**src/rtl/adc_pulse_sampler_if.sv**
```systemverilog
// Sample-stream and result bundle between the experiment controller and one
// ADC pulse sampler channel.
interface adc_pulse_sampler_if #(
    parameter int NUM_BITS = 16,
    parameter int DEL_W    = 16
);
    logic [NUM_BITS-1:0] adc_tdata;
    logic                adc_tvalid;
    logic                run;
    logic                abort;
    logic                bypass;
    logic [DEL_W-1:0]    del_cfg;
    logic [2:0]          avg_log2;
    logic [NUM_BITS-1:0] val_out;
    logic                val_valid;
    logic                busy;

    modport master (
        output adc_tdata, adc_tvalid, run, abort, bypass, del_cfg, avg_log2,
        input  val_out, val_valid, busy
    );

    modport slave (
        input  adc_tdata, adc_tvalid, run, abort, bypass, del_cfg, avg_log2,
        output val_out, val_valid, busy
    );
endinterface

```
**src/rtl/adc_pulse_sampler.sv**
```systemverilog
// Skips a programmable number of ADC samples after run, averages 2^k samples
// and emits one result strobe; bypass mode streams samples straight through.
module adc_pulse_sampler #(
    parameter int NUM_BITS = 16,
    parameter int DEL_W    = 16
) (
    input  logic                clk,
    input  logic                rst,
    adc_pulse_sampler_if.slave  bus
);
    localparam int ACC_W = NUM_BITS + 7;

    typedef enum logic [1:0] {IDLE, DELAY, ACCUM, OUT} state_t;

    state_t                     state_reg,     state_next;
    logic [DEL_W-1:0]           del_cnt_reg,   del_cnt_next;
    logic [7:0]                 smp_cnt_reg,   smp_cnt_next;
    logic [2:0]                 k_reg,         k_next;
    logic signed [ACC_W-1:0]    acc_reg,       acc_next;
    logic [NUM_BITS-1:0]        val_out_reg,   val_out_next;
    logic                       val_valid_reg, val_valid_next;

    logic signed [ACC_W-1:0]    sample_ext;
    logic [NUM_BITS-1:0]        shifted [8];

    assign sample_ext = {{7{bus.adc_tdata[NUM_BITS-1]}}, bus.adc_tdata};

    // The average of 2^k samples always fits NUM_BITS, so acc >>> k is exactly
    // the NUM_BITS-wide window starting at bit k (floor rounding for negatives).
    generate
        for (genvar gi = 0; gi < 8; gi++) begin : g_shift
            assign shifted[gi] = acc_reg[gi +: NUM_BITS];
        end
    endgenerate

    always_ff @(posedge clk) begin
        if (!rst) begin
            state_reg     <= IDLE;
            del_cnt_reg   <= '0;
            smp_cnt_reg   <= '0;
            k_reg         <= '0;
            acc_reg       <= '0;
            val_out_reg   <= '0;
            val_valid_reg <= 1'b0;
        end else begin
            state_reg     <= state_next;
            del_cnt_reg   <= del_cnt_next;
            smp_cnt_reg   <= smp_cnt_next;
            k_reg         <= k_next;
            acc_reg       <= acc_next;
            val_out_reg   <= val_out_next;
            val_valid_reg <= val_valid_next;
        end
    end

    always_comb begin
        state_next     = state_reg;
        del_cnt_next   = del_cnt_reg;
        smp_cnt_next   = smp_cnt_reg;
        k_next         = k_reg;
        acc_next       = acc_reg;
        val_out_next   = val_out_reg;
        val_valid_next = 1'b0;

        if (bus.abort) begin
            state_next   = IDLE;
            del_cnt_next = '0;
            smp_cnt_next = '0;
            acc_next     = '0;
        end else begin
            unique case (state_reg)
                IDLE: begin
                    if (bus.bypass) begin
                        val_out_next   = bus.adc_tdata;
                        val_valid_next = bus.adc_tvalid;
                    end else if (bus.run) begin
                        del_cnt_next = bus.del_cfg;
                        k_next       = bus.avg_log2;
                        acc_next     = '0;
                        smp_cnt_next = 8'd1 << bus.avg_log2;
                        state_next   = (bus.del_cfg == '0) ? ACCUM : DELAY;
                    end
                end
                DELAY: begin
                    if (bus.adc_tvalid) begin
                        del_cnt_next = del_cnt_reg - DEL_W'(1);
                        if (del_cnt_reg == DEL_W'(1)) begin
                            state_next = ACCUM;
                        end
                    end
                end
                ACCUM: begin
                    if (bus.adc_tvalid) begin
                        acc_next     = acc_reg + sample_ext;
                        smp_cnt_next = smp_cnt_reg - 8'd1;
                        if (smp_cnt_reg == 8'd1) begin
                            state_next = OUT;
                        end
                    end
                end
                OUT: begin
                    val_out_next   = shifted[k_reg];
                    val_valid_next = 1'b1;
                    state_next     = IDLE;
                end
                default: state_next = IDLE;
            endcase
        end
    end

    assign bus.val_out   = val_out_reg;
    assign bus.val_valid = val_valid_reg;
    assign bus.busy      = (state_reg != IDLE);
endmodule
```
**src/flat_wrapper.sv**
```systemverilog
// flat-port wrapper written by rule: the top's interface ports become plain ports
module adc_pulse_sampler_flat 
#(
    parameter int NUM_BITS = 16,
    parameter int DEL_W    = 16
)
  (clk, rst, bus_adc_tdata, bus_adc_tvalid, bus_run, bus_abort, bus_bypass, bus_del_cfg, bus_avg_log2, bus_val_out, bus_val_valid, bus_busy);
  adc_pulse_sampler_if #(.NUM_BITS(NUM_BITS), .DEL_W(DEL_W)) bus_i ();
  input  logic clk;
  input  logic rst;
  input wire logic [$bits(bus_i.adc_tdata)-1:0] bus_adc_tdata;
  input wire logic [$bits(bus_i.adc_tvalid)-1:0] bus_adc_tvalid;
  input wire logic [$bits(bus_i.run)-1:0] bus_run;
  input wire logic [$bits(bus_i.abort)-1:0] bus_abort;
  input wire logic [$bits(bus_i.bypass)-1:0] bus_bypass;
  input wire logic [$bits(bus_i.del_cfg)-1:0] bus_del_cfg;
  input wire logic [$bits(bus_i.avg_log2)-1:0] bus_avg_log2;
  output wire logic [$bits(bus_i.val_out)-1:0] bus_val_out;
  output wire logic [$bits(bus_i.val_valid)-1:0] bus_val_valid;
  output wire logic [$bits(bus_i.busy)-1:0] bus_busy;
  assign bus_i.adc_tdata = bus_adc_tdata;
  assign bus_i.adc_tvalid = bus_adc_tvalid;
  assign bus_i.run = bus_run;
  assign bus_i.abort = bus_abort;
  assign bus_i.bypass = bus_bypass;
  assign bus_i.del_cfg = bus_del_cfg;
  assign bus_i.avg_log2 = bus_avg_log2;
  assign bus_val_out = bus_i.val_out;
  assign bus_val_valid = bus_i.val_valid;
  assign bus_busy = bus_i.busy;
  adc_pulse_sampler #(.NUM_BITS(NUM_BITS), .DEL_W(DEL_W)) u_core (.clk(clk), .rst(rst), .bus(bus_i));
endmodule
```
**config.mk**
```make
export PLATFORM = sky130hd
export DESIGN_NAME = adc_pulse_sampler_flat
export DESIGN_NICKNAME = d
export VERILOG_FILES = /design/src/rtl/adc_pulse_sampler_if.sv /design/src/rtl/adc_pulse_sampler.sv /design/src/flat_wrapper.sv
export SDC_FILE = /design/constraint.sdc
export NUM_CORES = 1
export LEC_CHECK = 0
export BUFFER_PORTS_ARGS = -buffer_cell sky130_fd_sc_hd__buf_4
export CELL_PAD_IN_SITES_DETAIL_PLACEMENT = 0
export CELL_PAD_IN_SITES_GLOBAL_PLACEMENT = 1
export CORE_MARGIN = 10
export CORE_UTILIZATION = 40
export CTS_CLUSTER_DIAMETER = 50
export DETAILED_ROUTE_END_ITERATION = 16
export PLACE_DENSITY = 0.74
export SLEW_MARGIN = 20
export SYNTH_ARGS = -nofsm -noshare
export SYNTH_HDL_FRONTEND = slang
export SYNTH_SLANG_ARGS = --single-unit
```
**constraint.sdc**
```tcl
create_clock -name clk -period 2.5 [get_ports clk]
set_input_delay 0.5 -clock clk [delete_from_list [all_inputs] [get_ports clk]]
set_output_delay 0.5 -clock clk [all_outputs]
set_load 0.02 [all_outputs]
```
==> impl_results.md <==
- WL final: 14600 um
- R2r endpoint: u_core.acc_reg[22]
- CP Capture Type: flip-flop
- Top FF cell, synth: dfxtp_1
- Num rows: 41
- Final net count: 789
- Starting DRT DRC Count: 212
- Met2 Resource Use GR: 26.4%
- VDD IR-drop max: 0.345 mV
- TritonCTS clock tree: done
- Post-Synth Adder-Cell Area: 7.63%
- TritonCTS Sinks: 69
- DIE WIDTH: 134 um
- Worst slew pin tran: 1000 ps
- Slowest CP cell: fa_1
- CP arrival: 2620 ps
- Clock slew at reported path FFs: 60 ps
- Final ANT Viol Nets: 0
- Initial Util: 40.9%
- Critical path class: flip-flop to flip-flop
- CP peak stage delay: 410 ps
- Mapped cell area: 5180 um2
- Hold Path Sink: u_core.k_reg[1]
- First-pass GRT wire length: 24200 um
- Fraction of layout cells with a size suffix above 1: 19.5%
- R2r setup slk: 90 ps
- Clock buffer count from CTS: 9
- Top cell type's share of synthesized area: 26.7%
- Gr busiest metal: met2
- Setup-failing EPs final: 0
- Area Growth Syn to Fin: 21.6%
- Hold path startpoint: bus_avg_log2[1]
- RSZ-0062 raised after global routing: yes
- IO Pins: 59
- Vias: 5017
- Critical-path cell list: ha_1 -> fa_1 -> a211oi_2 -> o21ai_2 -> nand4_1 -> nand3_2 -> o311ai_4 -> mux2i_1 -> a21oi_1
- Post-synthesis simple-gate area fraction: 21.1%
- Layout Skew: 7.35 ps
- Largest net degree at the start of global routing: 44
- Fin. Hold Viols: 0
- Gp weighted congestion: 0.951
- Async set or reset register ratio after synthesis: 0%
- Leak: 2.43 nW
- Area contributors post-synth: dfxtp_1 27%, mux2i_1 10%, ha_1 7.2%
- Vias in the first global route: 4968
- Mux cell area share after synthesis: 12.0%
- Tmin final: 2410 ps
- Port bufs: 58
- Dpl hpwl: 11300 um
- Root Buffer: clkbuf_16
- Crit start category: flip-flop
- Status: finished, final reports clean
- Worst rel slew slack: 32.8%
- Syn Inst Count: 646
- Most frequent cell after synthesis: dfxtp_1
- Cell count after placement: 878
- Power density cells: 497 nW/um2
- Die H: 134 um
- Worst Path Required: 2710 ps
- Die footprint: 17900 um2
- Vias per cell: 5.61
- Worst r2r path cells: 9
- Commonest cells post-synth: 69 x dfxtp_1, 61 x a21oi_1, 60 x nor2_1
- Met1 usage: 20.6%
- Synthesized flop and latch total: 69
- Max reg flops: 23
- Final period utilization: 96.3%
- Ant diodes: 0
- Max-cap violation count: 0
- Max-slew violations: 0
- EDFF count, synth: 0
- Xor/xnor share of the synthesized area: 2.70%
- Mean cell area of the mapped netlist: 8.02 um2
- Deepest clock path buffer count: 2
- DRC viols: 0
- Synth Area in Compound Gates: 25.5%
- Min Hold Slack: 489 ps
- Synthesized net count: 718
- Core box area: 12700 um2
- Largest family of logic cells by synthesized area: compound AO/OA/AOI/OAI gates
- Ys Warns: 0
- Synth cell types: 70
- Detailed Routing Iterations Pass 1: 4
- Sequential share of the synthesized area: 26.7%
- Min-delay worst type: input pin to flip-flop
- Worst skew pair latency: 340 ps
- Fmax: 415 MHz
- Initial antenna violation count: 0
- FF-to-FF Start: u_core.acc_reg[0]
- GRT Util Overall: 16.3%
- Worst Hold Depth: 3
- Met3 Use GR: 4.11%
- Worst-path maximum fanout: 3
- H-tree levels: 3
- Largest area contributor in the netlist: dfxtp_1
- DR WL/cell: 16.4 um
- Grt total ovfl: 0
- Fin cells: 894
[logic make-up (layout without fill, tap and decap cells)]
family | count (synthesis) | after routing
mux | 57 | 57
compound gates | 200 | 200
simple gates | 216 | 216
xor+xnor | 16 | 16
buf+inv | 57 | 133
fa+ha+maj | 31 | 31
flops | 69 | 69
[cell usage in the layout, fill, tap and decap left out, types with 5 or more instances in the layout]
master / netlist / routed
nand2_1: 53 / 53
buf_4: 2 / 102
a22o_1: 9 / 9
clkbuf_16: 0 / 9
mux2i_1: 53 / 53
nor2_1: 60 / 59
xnor2_1: 9 / 9
a211oi_1: 29 / 28
a21oi_1: 61 / 61
o21ai_0: 29 / 28
a21o_1: 6 / 6
nor3_1: 11 / 11
a22oi_1: 8 / 8
nand4_1: 6 / 6
o22ai_1: 9 / 9
ha_1: 30 / 30
nand3_1: 13 / 12
nor2b_1: 26 / 26
xor2_1: 7 / 7
nor4_1: 6 / 6
dfxtp_1: 69 / 69
inv_1: 15 / 15
nand2b_1: 10 / 10
o31ai_1: 5 / 5
[what timing repair did]
action / 4_1_cts / 5_1_grt
buffers inserted: 0 / 0
endpoints found under the setup margin: 4 / 5
pin swaps: 0 / 3
hold buffers: 0 / 0
resized for setup: 3 / 3
[report_power, final]
part / internal, mW / switching, mW
Clock: 0.720 / 0.481
Sequential: 1.15 / 0.0385
Combinational: 0.311 / 0.435
[worst max path at each step]
stage                      startpoint            endpoint  slack, ps  cells after the start
global placement     bus_adc_tdata[0]  u_core.acc_reg[22]       -320                     10
detailed placement   bus_adc_tdata[0]  u_core.acc_reg[22]       -370                     10
floorplan            bus_adc_tdata[0]  u_core.acc_reg[22]          4                      9
global route        u_core.acc_reg[0]  u_core.acc_reg[22]       -0.4                      9
finish              u_core.acc_reg[0]  u_core.acc_reg[22]         90                      9
CTS                 u_core.acc_reg[0]  u_core.acc_reg[22]         60                      9
[worst max-delay path: cells and delay by family, from the launching register on]
kind	cells	cell delay (ps)
muxes	1	210
AOI/OAI and AO/OA	4	830
DFF	1	310
and+or+nand+nor	2	310
adders and majority gates	2	620
[area by class of cell]
cell class | count | area, um2
Clock buffer | 12 | 256
Clock inverter | 4 | 22.5
Sequential cell | 69 | 1380
Timing Repair Buffer | 102 | 766
Inverter | 15 | 56.3
Multi-Input combinational cell | 520 | 3600
Tap cell | 172 | 215
Fill cell | 1239 | 6370
[metal layers]
layer | part of all wire [%] | wire length (um)
met5 | 0 | 0
met4 | 1.1 | 157
met3 | 5.3 | 783
met2 | 47 | 6840
met1 | 47 | 6860
[per-stage QoR]
step | setup slack (ps) | power, mW | cell area, um2 | TNS [ps] | util [%]
2_1_floorplan | 3.89 | 1.69 | 5180 | 0 | -
3_3_place_gp | -318 | 1.93 | 5990 | -1840 | 47.3
4_1_cts | 57.5 | 3.17 | 6280 | 0 | 49.6
6_report | 91.7 | 3.13 | 6300 | 0 | 49.7
3_5_place_dp | -373 | 1.95 | 5990 | -2290 | 47.3
5_1_grt | -0.351 | 3.30 | 6300 | -0.351 | 49.7
Power figures use the tool's default switching activity.
